## src/rtl/step_motor_ramp_if.sv

```systemverilog
// Command/status bundle between the register file (master) and the step/dir
// pulse generator (slave), including the stepper driver pins.
interface step_motor_ramp_if #(
  parameter int C_STEP_NUMBER_WIDTH = 16,
  parameter int C_SPEED_DATA_WIDTH  = 16,
  parameter int C_POS_WIDTH         = 32
);
  logic                           i_clk_en;
  logic [C_SPEED_DATA_WIDTH-1:0]  i_period_min;
  logic [C_SPEED_DATA_WIDTH-1:0]  i_period_start;
  logic [C_SPEED_DATA_WIDTH-1:0]  i_accel;
  logic                           i_ramp_en;
  logic [C_STEP_NUMBER_WIDTH-1:0] i_step_nbr;
  logic                           i_start;
  logic                           i_stop;
  logic                           i_dir;
  logic                           i_en;
  logic                           i_rst;
  logic [1:0]                     i_ms;

  logic                           o_drive;
  logic                           o_dir;
  logic                           o_ms0;
  logic                           o_ms1;
  logic                           o_xen;
  logic                           o_xrst;
  logic                           o_busy;
  logic                           o_interrupt;
  logic                           o_aborted;
  logic [C_STEP_NUMBER_WIDTH-1:0] o_remain;
  logic [C_POS_WIDTH-1:0]         o_position;

  modport master (
    output i_clk_en, i_period_min, i_period_start, i_accel, i_ramp_en, i_step_nbr,
           i_start, i_stop, i_dir, i_en, i_rst, i_ms,
    input  o_drive, o_dir, o_ms0, o_ms1, o_xen, o_xrst, o_busy, o_interrupt,
           o_aborted, o_remain, o_position
  );

  modport slave (
    input  i_clk_en, i_period_min, i_period_start, i_accel, i_ramp_en, i_step_nbr,
           i_start, i_stop, i_dir, i_en, i_rst, i_ms,
    output o_drive, o_dir, o_ms0, o_ms1, o_xen, o_xrst, o_busy, o_interrupt,
           o_aborted, o_remain, o_position
  );
endinterface

```

## src/rtl/step_motor_ramp.sv

```systemverilog
// Step/direction pulse generator with trapezoidal period ramp, abort handling
// and a signed wrapping position counter. All outputs are registered.
module step_motor_ramp #(
  parameter int C_STEP_NUMBER_WIDTH = 16,
  parameter int C_SPEED_DATA_WIDTH  = 16,
  parameter int C_CLK_DIV_BITS      = 5,
  parameter int C_PULSE_TICKS       = 4,
  parameter int C_POS_WIDTH         = 32
) (
  input  logic              clk,
  input  logic              resetn,
  step_motor_ramp_if.slave  bus
);
  localparam int SNW = C_STEP_NUMBER_WIDTH;
  localparam int SDW = C_SPEED_DATA_WIDTH;
  localparam logic [SDW-1:0] PULSE   = SDW'(C_PULSE_TICKS);
  localparam logic [SDW-1:0] MIN_EFF = SDW'(2 * C_PULSE_TICKS);

  typedef enum logic [1:0] {IDLE, HIGH, LOW, STOPPING} state_t;

  state_t                  state_q;
  logic [C_CLK_DIV_BITS-1:0] div_q;
  logic                    tick_q;
  logic [SDW-1:0]          cnt_q, low_ticks_q, cur_q, cur_d;
  logic [SDW-1:0]          start_per_q, min_per_q, accel_q;
  logic [SNW-1:0]          remain_q, ramp_cnt_q, ramp_cnt_d, remain_dec;
  logic [C_POS_WIDTH-1:0]  pos_q;
  logic                    ramp_en_q, dir_q;
  logic [1:0]              ms_q;
  logic                    drive_q, busy_q, irq_q, aborted_q, xen_q, xrst_q;
  logic [SDW:0]            sum_ext, diff_ext;
  logic [SDW-1:0]          eff_period;
  logic                    abort, phase_done;

  always_ff @(posedge clk) begin
    if (!resetn) begin
      div_q  <= '0;
      tick_q <= 1'b0;
    end else begin
      tick_q <= bus.i_clk_en && (&div_q);
      if (bus.i_clk_en) div_q <= div_q + 1'b1;
    end
  end

  // Ramp next-period; the extra MSB catches overflow/underflow before clamping.
  always_comb begin
    remain_dec = remain_q - 1'b1;
    eff_period = (cur_q < MIN_EFF) ? MIN_EFF : cur_q;
    sum_ext    = {1'b0, cur_q} + {1'b0, accel_q};
    diff_ext   = {1'b0, cur_q} - {1'b0, accel_q};
    cur_d      = cur_q;
    ramp_cnt_d = ramp_cnt_q;
    if (ramp_en_q) begin
      if (remain_dec <= ramp_cnt_q) begin
        cur_d = (sum_ext > {1'b0, start_per_q}) ? start_per_q : sum_ext[SDW-1:0];
        if (ramp_cnt_q != '0) ramp_cnt_d = ramp_cnt_q - 1'b1;
      end else if (cur_q > min_per_q) begin
        cur_d = (diff_ext[SDW] || (diff_ext[SDW-1:0] < min_per_q)) ? min_per_q
                                                                   : diff_ext[SDW-1:0];
        ramp_cnt_d = ramp_cnt_q + 1'b1;
      end
    end
    abort      = busy_q && (bus.i_stop || !bus.i_en);
    phase_done = tick_q && (cnt_q == '0);
  end

  always_ff @(posedge clk) begin
    if (!resetn) begin
      state_q     <= IDLE;
      cnt_q       <= '0;
      low_ticks_q <= '0;
      cur_q       <= '0;
      start_per_q <= '0;
      min_per_q   <= '0;
      accel_q     <= '0;
      remain_q    <= '0;
      ramp_cnt_q  <= '0;
      pos_q       <= '0;
      ramp_en_q   <= 1'b0;
      dir_q       <= 1'b0;
      ms_q        <= 2'b00;
      drive_q     <= 1'b0;
      busy_q      <= 1'b0;
      irq_q       <= 1'b0;
      aborted_q   <= 1'b0;
      xen_q       <= 1'b0;
      xrst_q      <= 1'b0;
    end else begin
      xen_q  <= bus.i_en;
      xrst_q <= bus.i_rst;
      irq_q  <= 1'b0;
      if (tick_q && (cnt_q != '0)) cnt_q <= cnt_q - 1'b1;
      case (state_q)
        IDLE: begin
          if (bus.i_start && !bus.i_stop && bus.i_en) begin
            aborted_q <= 1'b0;
            if (bus.i_step_nbr == '0) begin
              irq_q    <= 1'b1;
              remain_q <= '0;
            end else begin
              state_q     <= LOW;
              busy_q      <= 1'b1;
              cnt_q       <= '0;
              remain_q    <= bus.i_step_nbr;
              dir_q       <= bus.i_dir;
              ms_q        <= bus.i_ms;
              ramp_en_q   <= bus.i_ramp_en;
              start_per_q <= bus.i_period_start;
              min_per_q   <= bus.i_period_min;
              accel_q     <= bus.i_accel;
              cur_q       <= bus.i_ramp_en ? bus.i_period_start : bus.i_period_min;
              ramp_cnt_q  <= '0;
            end
          end
        end
        LOW: begin
          if (abort) begin
            state_q   <= IDLE;
            busy_q    <= 1'b0;
            irq_q     <= 1'b1;
            aborted_q <= 1'b1;
          end else if (phase_done) begin
            if (remain_q == '0) begin
              state_q <= IDLE;
              busy_q  <= 1'b0;
              irq_q   <= 1'b1;
            end else begin
              state_q     <= HIGH;
              drive_q     <= 1'b1;
              cnt_q       <= PULSE - 1'b1;
              low_ticks_q <= eff_period - PULSE;
              remain_q    <= remain_dec;
              pos_q       <= dir_q ? pos_q + 1'b1 : pos_q - 1'b1;
              cur_q       <= cur_d;
              ramp_cnt_q  <= ramp_cnt_d;
            end
          end
        end
        default: begin  // HIGH or STOPPING: the high time always runs to completion
          if (phase_done) begin
            drive_q <= 1'b0;
            if (abort || (state_q == STOPPING)) begin
              state_q   <= IDLE;
              busy_q    <= 1'b0;
              irq_q     <= 1'b1;
              aborted_q <= 1'b1;
            end else begin
              state_q <= LOW;
              cnt_q   <= low_ticks_q - 1'b1;
            end
          end else if (abort) begin
            state_q <= STOPPING;
          end
        end
      endcase
    end
  end

  assign bus.o_drive     = drive_q;
  assign bus.o_dir       = dir_q;
  assign bus.o_ms0       = ms_q[0];
  assign bus.o_ms1       = ms_q[1];
  assign bus.o_xen       = xen_q;
  assign bus.o_xrst      = xrst_q;
  assign bus.o_busy      = busy_q;
  assign bus.o_interrupt = irq_q;
  assign bus.o_aborted   = aborted_q;
  assign bus.o_remain    = remain_q;
  assign bus.o_position  = pos_q;
endmodule

```

## src/flat_wrapper.sv

```systemverilog
// flat-port wrapper written by rule: the top's interface ports become plain ports
module step_motor_ramp_flat 
#(
  parameter int C_STEP_NUMBER_WIDTH = 16,
  parameter int C_SPEED_DATA_WIDTH  = 16,
  parameter int C_CLK_DIV_BITS      = 5,
  parameter int C_PULSE_TICKS       = 4,
  parameter int C_POS_WIDTH         = 32
)
  (clk, resetn, bus_i_clk_en, bus_i_period_min, bus_i_period_start, bus_i_accel, bus_i_ramp_en, bus_i_step_nbr, bus_i_start, bus_i_stop, bus_i_dir, bus_i_en, bus_i_rst, bus_i_ms, bus_o_drive, bus_o_dir, bus_o_ms0, bus_o_ms1, bus_o_xen, bus_o_xrst, bus_o_busy, bus_o_interrupt, bus_o_aborted, bus_o_remain, bus_o_position);
  step_motor_ramp_if #(.C_STEP_NUMBER_WIDTH(C_STEP_NUMBER_WIDTH), .C_SPEED_DATA_WIDTH(C_SPEED_DATA_WIDTH), .C_POS_WIDTH(C_POS_WIDTH)) bus_i ();
  input  logic clk;
  input  logic resetn;
  input wire logic [$bits(bus_i.i_clk_en)-1:0] bus_i_clk_en;
  input wire logic [$bits(bus_i.i_period_min)-1:0] bus_i_period_min;
  input wire logic [$bits(bus_i.i_period_start)-1:0] bus_i_period_start;
  input wire logic [$bits(bus_i.i_accel)-1:0] bus_i_accel;
  input wire logic [$bits(bus_i.i_ramp_en)-1:0] bus_i_ramp_en;
  input wire logic [$bits(bus_i.i_step_nbr)-1:0] bus_i_step_nbr;
  input wire logic [$bits(bus_i.i_start)-1:0] bus_i_start;
  input wire logic [$bits(bus_i.i_stop)-1:0] bus_i_stop;
  input wire logic [$bits(bus_i.i_dir)-1:0] bus_i_dir;
  input wire logic [$bits(bus_i.i_en)-1:0] bus_i_en;
  input wire logic [$bits(bus_i.i_rst)-1:0] bus_i_rst;
  input wire logic [$bits(bus_i.i_ms)-1:0] bus_i_ms;
  output wire logic [$bits(bus_i.o_drive)-1:0] bus_o_drive;
  output wire logic [$bits(bus_i.o_dir)-1:0] bus_o_dir;
  output wire logic [$bits(bus_i.o_ms0)-1:0] bus_o_ms0;
  output wire logic [$bits(bus_i.o_ms1)-1:0] bus_o_ms1;
  output wire logic [$bits(bus_i.o_xen)-1:0] bus_o_xen;
  output wire logic [$bits(bus_i.o_xrst)-1:0] bus_o_xrst;
  output wire logic [$bits(bus_i.o_busy)-1:0] bus_o_busy;
  output wire logic [$bits(bus_i.o_interrupt)-1:0] bus_o_interrupt;
  output wire logic [$bits(bus_i.o_aborted)-1:0] bus_o_aborted;
  output wire logic [$bits(bus_i.o_remain)-1:0] bus_o_remain;
  output wire logic [$bits(bus_i.o_position)-1:0] bus_o_position;
  assign bus_i.i_clk_en = bus_i_clk_en;
  assign bus_i.i_period_min = bus_i_period_min;
  assign bus_i.i_period_start = bus_i_period_start;
  assign bus_i.i_accel = bus_i_accel;
  assign bus_i.i_ramp_en = bus_i_ramp_en;
  assign bus_i.i_step_nbr = bus_i_step_nbr;
  assign bus_i.i_start = bus_i_start;
  assign bus_i.i_stop = bus_i_stop;
  assign bus_i.i_dir = bus_i_dir;
  assign bus_i.i_en = bus_i_en;
  assign bus_i.i_rst = bus_i_rst;
  assign bus_i.i_ms = bus_i_ms;
  assign bus_o_drive = bus_i.o_drive;
  assign bus_o_dir = bus_i.o_dir;
  assign bus_o_ms0 = bus_i.o_ms0;
  assign bus_o_ms1 = bus_i.o_ms1;
  assign bus_o_xen = bus_i.o_xen;
  assign bus_o_xrst = bus_i.o_xrst;
  assign bus_o_busy = bus_i.o_busy;
  assign bus_o_interrupt = bus_i.o_interrupt;
  assign bus_o_aborted = bus_i.o_aborted;
  assign bus_o_remain = bus_i.o_remain;
  assign bus_o_position = bus_i.o_position;
  step_motor_ramp #(.C_STEP_NUMBER_WIDTH(C_STEP_NUMBER_WIDTH), .C_SPEED_DATA_WIDTH(C_SPEED_DATA_WIDTH), .C_CLK_DIV_BITS(C_CLK_DIV_BITS), .C_PULSE_TICKS(C_PULSE_TICKS), .C_POS_WIDTH(C_POS_WIDTH)) u_core (.clk(clk), .resetn(resetn), .bus(bus_i));
endmodule
```

## config.mk

```make
export PLATFORM = sky130hd
export DESIGN_NAME = step_motor_ramp_flat
export DESIGN_NICKNAME = d
export VERILOG_FILES = /design/src/rtl/step_motor_ramp_if.sv /design/src/rtl/step_motor_ramp.sv /design/src/flat_wrapper.sv
export SDC_FILE = /design/constraint.sdc
export NUM_CORES = 1
export LEC_CHECK = 0
export ABC_AREA = 1
export BUFFER_PORTS_ARGS = -buffer_cell sky130_fd_sc_hd__buf_2
export CORE_ASPECT_RATIO = 0.7
export CORE_MARGIN = 2
export CORE_UTILIZATION = 30
export DETAILED_ROUTE_END_ITERATION = 12
export SYNTH_ARGS = -nofsm -noshare
export SYNTH_HDL_FRONTEND = slang
export SYNTH_SLANG_ARGS = --single-unit
```

## constraint.sdc

```tcl
create_clock -name clk -period 4.26 [get_ports clk]
set_input_delay 0.213 -clock clk [delete_from_list [all_inputs] [get_ports clk]]
set_output_delay 0.213 -clock clk [all_outputs]
set_load 0.1 [all_outputs]
```

======== Word level (Yosys, flattened, before mapping) ========
Index checks and enable logic that the tools add are counted.
storage, ports and cells
  bits in registers ....................... 178
  input bits .............................. 75
  output and inout bits ................... 57
  word-level logic and storage cells ...... 159
operators by class
  add/sub/neg operators ................... 11
  $lt $le $gt $ge ......................... 5
  equal/unequal tests ..................... 13
  muxes and demuxes ....................... 74
  bitwise gates (word level) .............. 4
  reductions and logical operators ........ 31
operator list
  operator               number
  $mux 16                34
  $pmux 16 s2            4
  $sub 16x1->16 const B  4
  $logic_not 16->1       3
  $add 32x1->32 const B  1
  $mux 32                1
  $reduce_bool 16->1     2
  $sub 32x1->32 const B  1
  $mux 1                 23
  $add 16x16->17         1
  $gt 17x16->1           1
  $sub 16x16->17         1
  $add 16x1->16 const B  1
  $gt 16x16->1           1
  $le 16x16->1           1
  $lt 16x16->1           1
  $lt 16x4->1 const B    1
  $reduce_and 4->1       4
  $sub 16x3->16 const B  1
  $mux 2                 7
  $reduce_and 5->1       2
  $ne 3x1->1 const B     3
  $reduce_and 9->1       1
  $reduce_bool 3->1      3
  16 further kinds       36

======== Depth between registers and ports, before layout ========
  depth after elaboration ................. 11
  depth in mapped cells ................... 32
  depth with buffers taken out ............ 30

======== Least setup slack after synthesis ========
No wires, ideal clock.
  path kind ............................... register to register
  from .................................... reg u_core.remain_q[0] (netlist: u_core.bus.o_remain[0])
  to ...................................... reg u_core.ramp_cnt_q[15]
  setup time .............................. 0.070 ns
  data arrival time ....................... 4.706 ns
  required time ........................... 4.190 ns
  setup slack ............................. -0.517 ns
  stages on the path, launching flop included .. 31
  path buffers ............................ 2
  clock period less this slack ............ 4.777 ns
  cell sequence ........................... dfxtp_1 -> inv_1 -> nand2_1 -> nor3_1 -> inv_1 -> nor2_1 -> nand3_1 -> nor4_1 -> xor2_1 -> ha_1 -> nand2_1 -> inv_1 -> o21ai_0 -> nand2_1 -> a21oi_1 -> nand2_1 -> nand2_1 -> clkbuf_8 -> clkbuf_8 -> ha_1 -> a21o_1 -> a31oi_1 -> o21ai_0 -> nand4_1 -> nand2_1 -> a21boi_0 -> nand3b_1 -> nand2_1 -> inv_1 -> nand2_1 -> a21oi_1
between the ends
  word-level cells in the longest chain between the ends .. 8
  elaborated cells on any way between the ends .. 13
  those cells by class .................... 1 x add/sub; 1 x order compare; 3 x eq/ne; 6 x mux; 2 x reduce/logical
ends and longest elaborated chain
  item                    line                    RTL
  from (decl)             step_motor_ramp.sv:26   logic [SNW-1:0] remain_q, ramp_cnt_q, ramp_cnt_d, remain_dec;
  from (signal assigned)  step_motor_ramp.sv:104  remain_q <= bus.i_step_nbr;
  from (signal assigned)  step_motor_ramp.sv:132  remain_q <= remain_dec;
  $sub 16x1->16           step_motor_ramp.sv:47   remain_dec = remain_q - 1'b1;
  $le 16x16->1            step_motor_ramp.sv:54   if (remain_dec <= ramp_cnt_q) begin
  $mux 16                 step_motor_ramp.sv:54
  $mux 16                 step_motor_ramp.sv:53   if (ramp_en_q) begin
  $mux 16                 step_motor_ramp.sv:123  if (remain_q == '0) begin
  $mux 16                 step_motor_ramp.sv:122  end else if (phase_done) begin
  $mux 16                 step_motor_ramp.sv:117  if (abort) begin
  $pmux 16 s2             step_motor_ramp.sv:93   case (state_q)
  to (signal assigned)    step_motor_ramp.sv:135  ramp_cnt_q <= ramp_cnt_d;
  to (decl)               step_motor_ramp.sv:26
Several ways; a longest one is shown, not always the timed one. The select of a mux whose other input is x is not followed.
A chain may end at the register's enable or synchronous reset.

======== Final worst setup path ========
  from .................................... reg u_core.remain_q[2] (netlist: u_core.bus.o_remain[2])
  to ...................................... reg u_core.ramp_cnt_q[15]
The elaborated chain is that of the path after synthesis.

==> reports/qor.yml <==
status:
  status: "finished, final reports clean"
final_layout:
  final_cell_mix: "nand2_1, inv_1, a21oi_1, nor2_1, o21ai_0"
  drive_gt1_share_pct: 14.4
  syn2layout_area_growth_pct: 17.1
  antennaDiodeCount: 0
  nNetsFinal: 2500
  instances_no_fill: 2906
  mostFrequentLayoutCell: "nand2_1"
yosys:
  ys_ff_latch: 178
  yosysWarnings: 0
  syn_nets: 2361
  synth_top_family_by_area: "simple AND/OR/NAND/NOR gates"
  async_reset_ff_share_pct: 0
  synthFlopType: "dfxtp_1"
  ys_seq_area_share_pct: 24.7
  syn_avg_cell_area_sq_um: 6.75
  synthesis.area_sq_um: 14400
  ys_types: 62
  synth_xor_area_share_pct: 5.90
  netlist_instances: 2133
  synth-edff-count: 0
  synth_fa_ha_area_share_pct: 13.5
  synth-simple-area-share_pct: 24.1
  muxShareOfSynthArea_pct: 0
  synth-compound-area-share_pct: 20.9
critical_path:
  reg2reg_from: "u_core.bus.o_remain[2]"
  slowest_stage: "dfxtp_4"
  end_kind: "flop"
  crit_buf_inv: 4
  path_class: "reg2reg"
  worstPathMaxFanout: 5
  cp_top_family: "simple AND/OR/NAND/NOR gates"
  critPathArrivalTime_ps: 4500
  cp_data_required_time_ps: 4660
  r2r_end: "u_core.ramp_cnt_q[15]"
  start_kind: "flop"
  regToRegSetupSlack_ps: 160
  path_common_cell: "nand2_1"
  rr_worst_depth: 30
  cp_slowest_stage_delay_ps: 350
drt:
  drt_iter0_drc: 1242
  dr.pass1.iters: 5
  drc: 0
  wl_per_cell_microns: 16.4
  antenna_left: 0
  vias: 14611
  drt_wl_total_mm: 47.5
  vias_per_cell: 5.03
timing:
  fmax_ghz: 0.244
  finalCriticalPeriod_ps: 4100
  skew_ps: 20.0
  final_hold_viol_count: 0
  post-route-period-util_pct: 96.2
  setup_viol: 0
  tightestPinTransition_ps: 1000
  relSlewSlack_pct: 33.2
  rsz0062_at_grt: "yes"
  setup_tns_ps: 0
  slew_viol_final: 0
grt:
  grt_max_degree: 80
  antenna_found_initial: 1
  grt_pass1_wl_mm: 75.1
  overflow: 0
  grt_pass1_vias: 13736
  gr-usage-all-layers_pct: 19.0
worst_hold_path:
  min_path_cells: 3
  holdPathEnd: "u_core.min_per_q[10]"
  hp-start: "bus_i_period_min[10]"
  hold_class: "in2reg"
placement:
  io_buffers: 131
  dp_cells: 2852
  hpwl_mm: 36.2
  gp_congestion: 0.904
die:
  num_rows: 67
  coreArea_sq_um: 47600
  die_h_microns: 187
  boundaryPins: 132
  dieArea_sq_um: 49800
  start_util_pct: 30.2
  die_w_microns: 266
cts:
  cts-buffers-inserted: 17
  htree_levels: 4
  cts_tree: "yes"
  clk_pin_slew_ps: 70
  cts_root_buffer: "clkbuf_16"
  clkLatencyLatePin_ps: 480
  cts_buffer_depth: 2
  clkSinkCount: 178
power:
  switching_share_pct: 45.7
  intPower_mw: 3.97
  pwr-share-comb_pct: 54.3
  p_leak_nw: 8.10
  power_density_nw_per_um2: 434
  p_clk_share_pct: 21.0
  power_switching_mw: 3.35
  vdd_drop_max_mv: 0.279
  pwr-share-seq_pct: 24.7
job:
  max-cap-violations: 0
-- power groups by stage --
stage	Combinational (mW)	Clock [mW]	Sequential, mW
after floorplan	2.41	0	1.99
after global placement	3.31	0	1.84
after detailed placement	3.36	0	1.84
after CTS	3.40	1.58	1.80
after global routing	4.38	1.65	1.81
final	3.97	1.54	1.81
-- state kept, by name (all words and copies together), names as in the netlist, 2 cells and up --
register and count:
u_core.start_per_q 16, u_core.bus.o_remain 16, u_core.min_per_q 16, u_core.bus.o_position 32
u_core.low_ticks_q 16, u_core.cur_q 16, u_core.cnt_q 16, u_core.ramp_cnt_q 16
u_core.state_q 2, u_core.div_q 5, u_core.accel_q 16, u_core.ms_q 2
-- cells in the mapped netlist (all sizes together), types with 3 or more instances --
| cell type | instances | area (sq um) |
|---|---|---|
| a211oi | 8 | 60.1 |
| o221ai | 3 | 26.3 |
| buf | 30 | 185 |
| nor4 | 14 | 87.6 |
| inv | 289 | 1090 |
| nand2 | 370 | 1410 |
| xnor2 | 39 | 342 |
| a21oi | 263 | 1390 |
| o21ai | 193 | 981 |
| a21o | 11 | 82.6 |
| a31oi | 25 | 171 |
| o211ai | 7 | 52.6 |
| a21boi | 3 | 22.5 |
| dfxtp | 178 | 3560 |
| o21bai | 8 | 60.1 |
| a221oi | 3 | 26.3 |
| ha | 149 | 1860 |
| xor2 | 58 | 508 |
| clkbuf | 46 | 284 |
| nand3 | 132 | 666 |
| o21a | 6 | 45.0 |
| nor3 | 37 | 200 |
| nand3b | 11 | 82.6 |
| or2 | 7 | 43.8 |
| fa | 4 | 80.1 |
| nand4 | 25 | 163 |
| nor2 | 196 | 768 |
-- worst max-delay path by stage --
stage	cells after the start	to	slack [ps]	start
3_3_place_gp	30	u_core.ramp_cnt_q[14]	60	u_core.bus.o_remain[1]
6_report	30	u_core.ramp_cnt_q[15]	160	u_core.bus.o_remain[2]
2_1_floorplan	28	u_core.ramp_cnt_q[15]	2	u_core.bus.o_remain[11]
5_1_grt	30	u_core.ramp_cnt_q[15]	-190	u_core.bus.o_remain[2]
3_5_place_dp	30	u_core.ramp_cnt_q[14]	-30	u_core.bus.o_remain[1]
4_1_cts	30	u_core.ramp_cnt_q[14]	6	u_core.bus.o_remain[1]
-- worst reg2reg max path, delay by kind of cell (launching register included) --
kind	cells	cell delay, ps
simple gates	18	1910
compound gates	5	800
fa+ha+maj	2	490
flops	1	350
buf+inv	4	320
xor+xnor	1	160
-- cell families after synthesis --
| logic type | after synthesis |
|---|---|
| buffers and inverters | 365 |
| XOR/XNOR | 97 |
| AO/OA/AOI/OAI | 541 |
| AND/OR/NAND/NOR | 799 |
| adder cells (fa/ha/maj) | 153 |
| flip-flops | 178 |
-- through the flow --
stage          area (sq um)  power, mW  utilization, %  hold slack, ps  setup slack, ps
5_1_grt               16900       7.85            35.4            18.5             -193
3_3_place_gp          15700       5.15            33.0             393             60.5
6_report              16900       7.32            35.4            14.3              163
4_1_cts               16400       6.77            34.5            1.14             6.12
2_1_floorplan         14400       4.39               -             306             1.97
3_5_place_dp          15700       5.20            33.0             399            -32.6
-- per-layer routing --
metal  GRT usage (%)  routed length, microns  share of wire, %
met1            28.8                   24400                51
met2            27.6                   19600                41
met3            3.41                    2910               6.1
met4            3.82                     658               1.4
met5               0                      11             0.023
-- area by class of cell --
| cell class | instances | area, sq um |
|---|---|---|
| Fill cell | 5052 | 30800 |
| Clock buffer | 20 | 437 |
| Multi-Input combinational cell | 1590 | 9630 |
| Inverter | 289 | 1090 |
| Sequential cell | 178 | 3590 |
| Tap cell | 621 | 777 |
| Clock inverter | 12 | 96.3 |
| Timing Repair Buffer | 196 | 1240 |
-- timing repair --
action,4_1_cts,5_1_grt
pin swaps,0,25
gates resized for setup,1,74
buffers inserted,0,7
hold buffers,14,0
hold endpoints to repair,14,0
setup endpoints to repair,2,27
cloned,0,1
(Power assumes the default switching activity.)
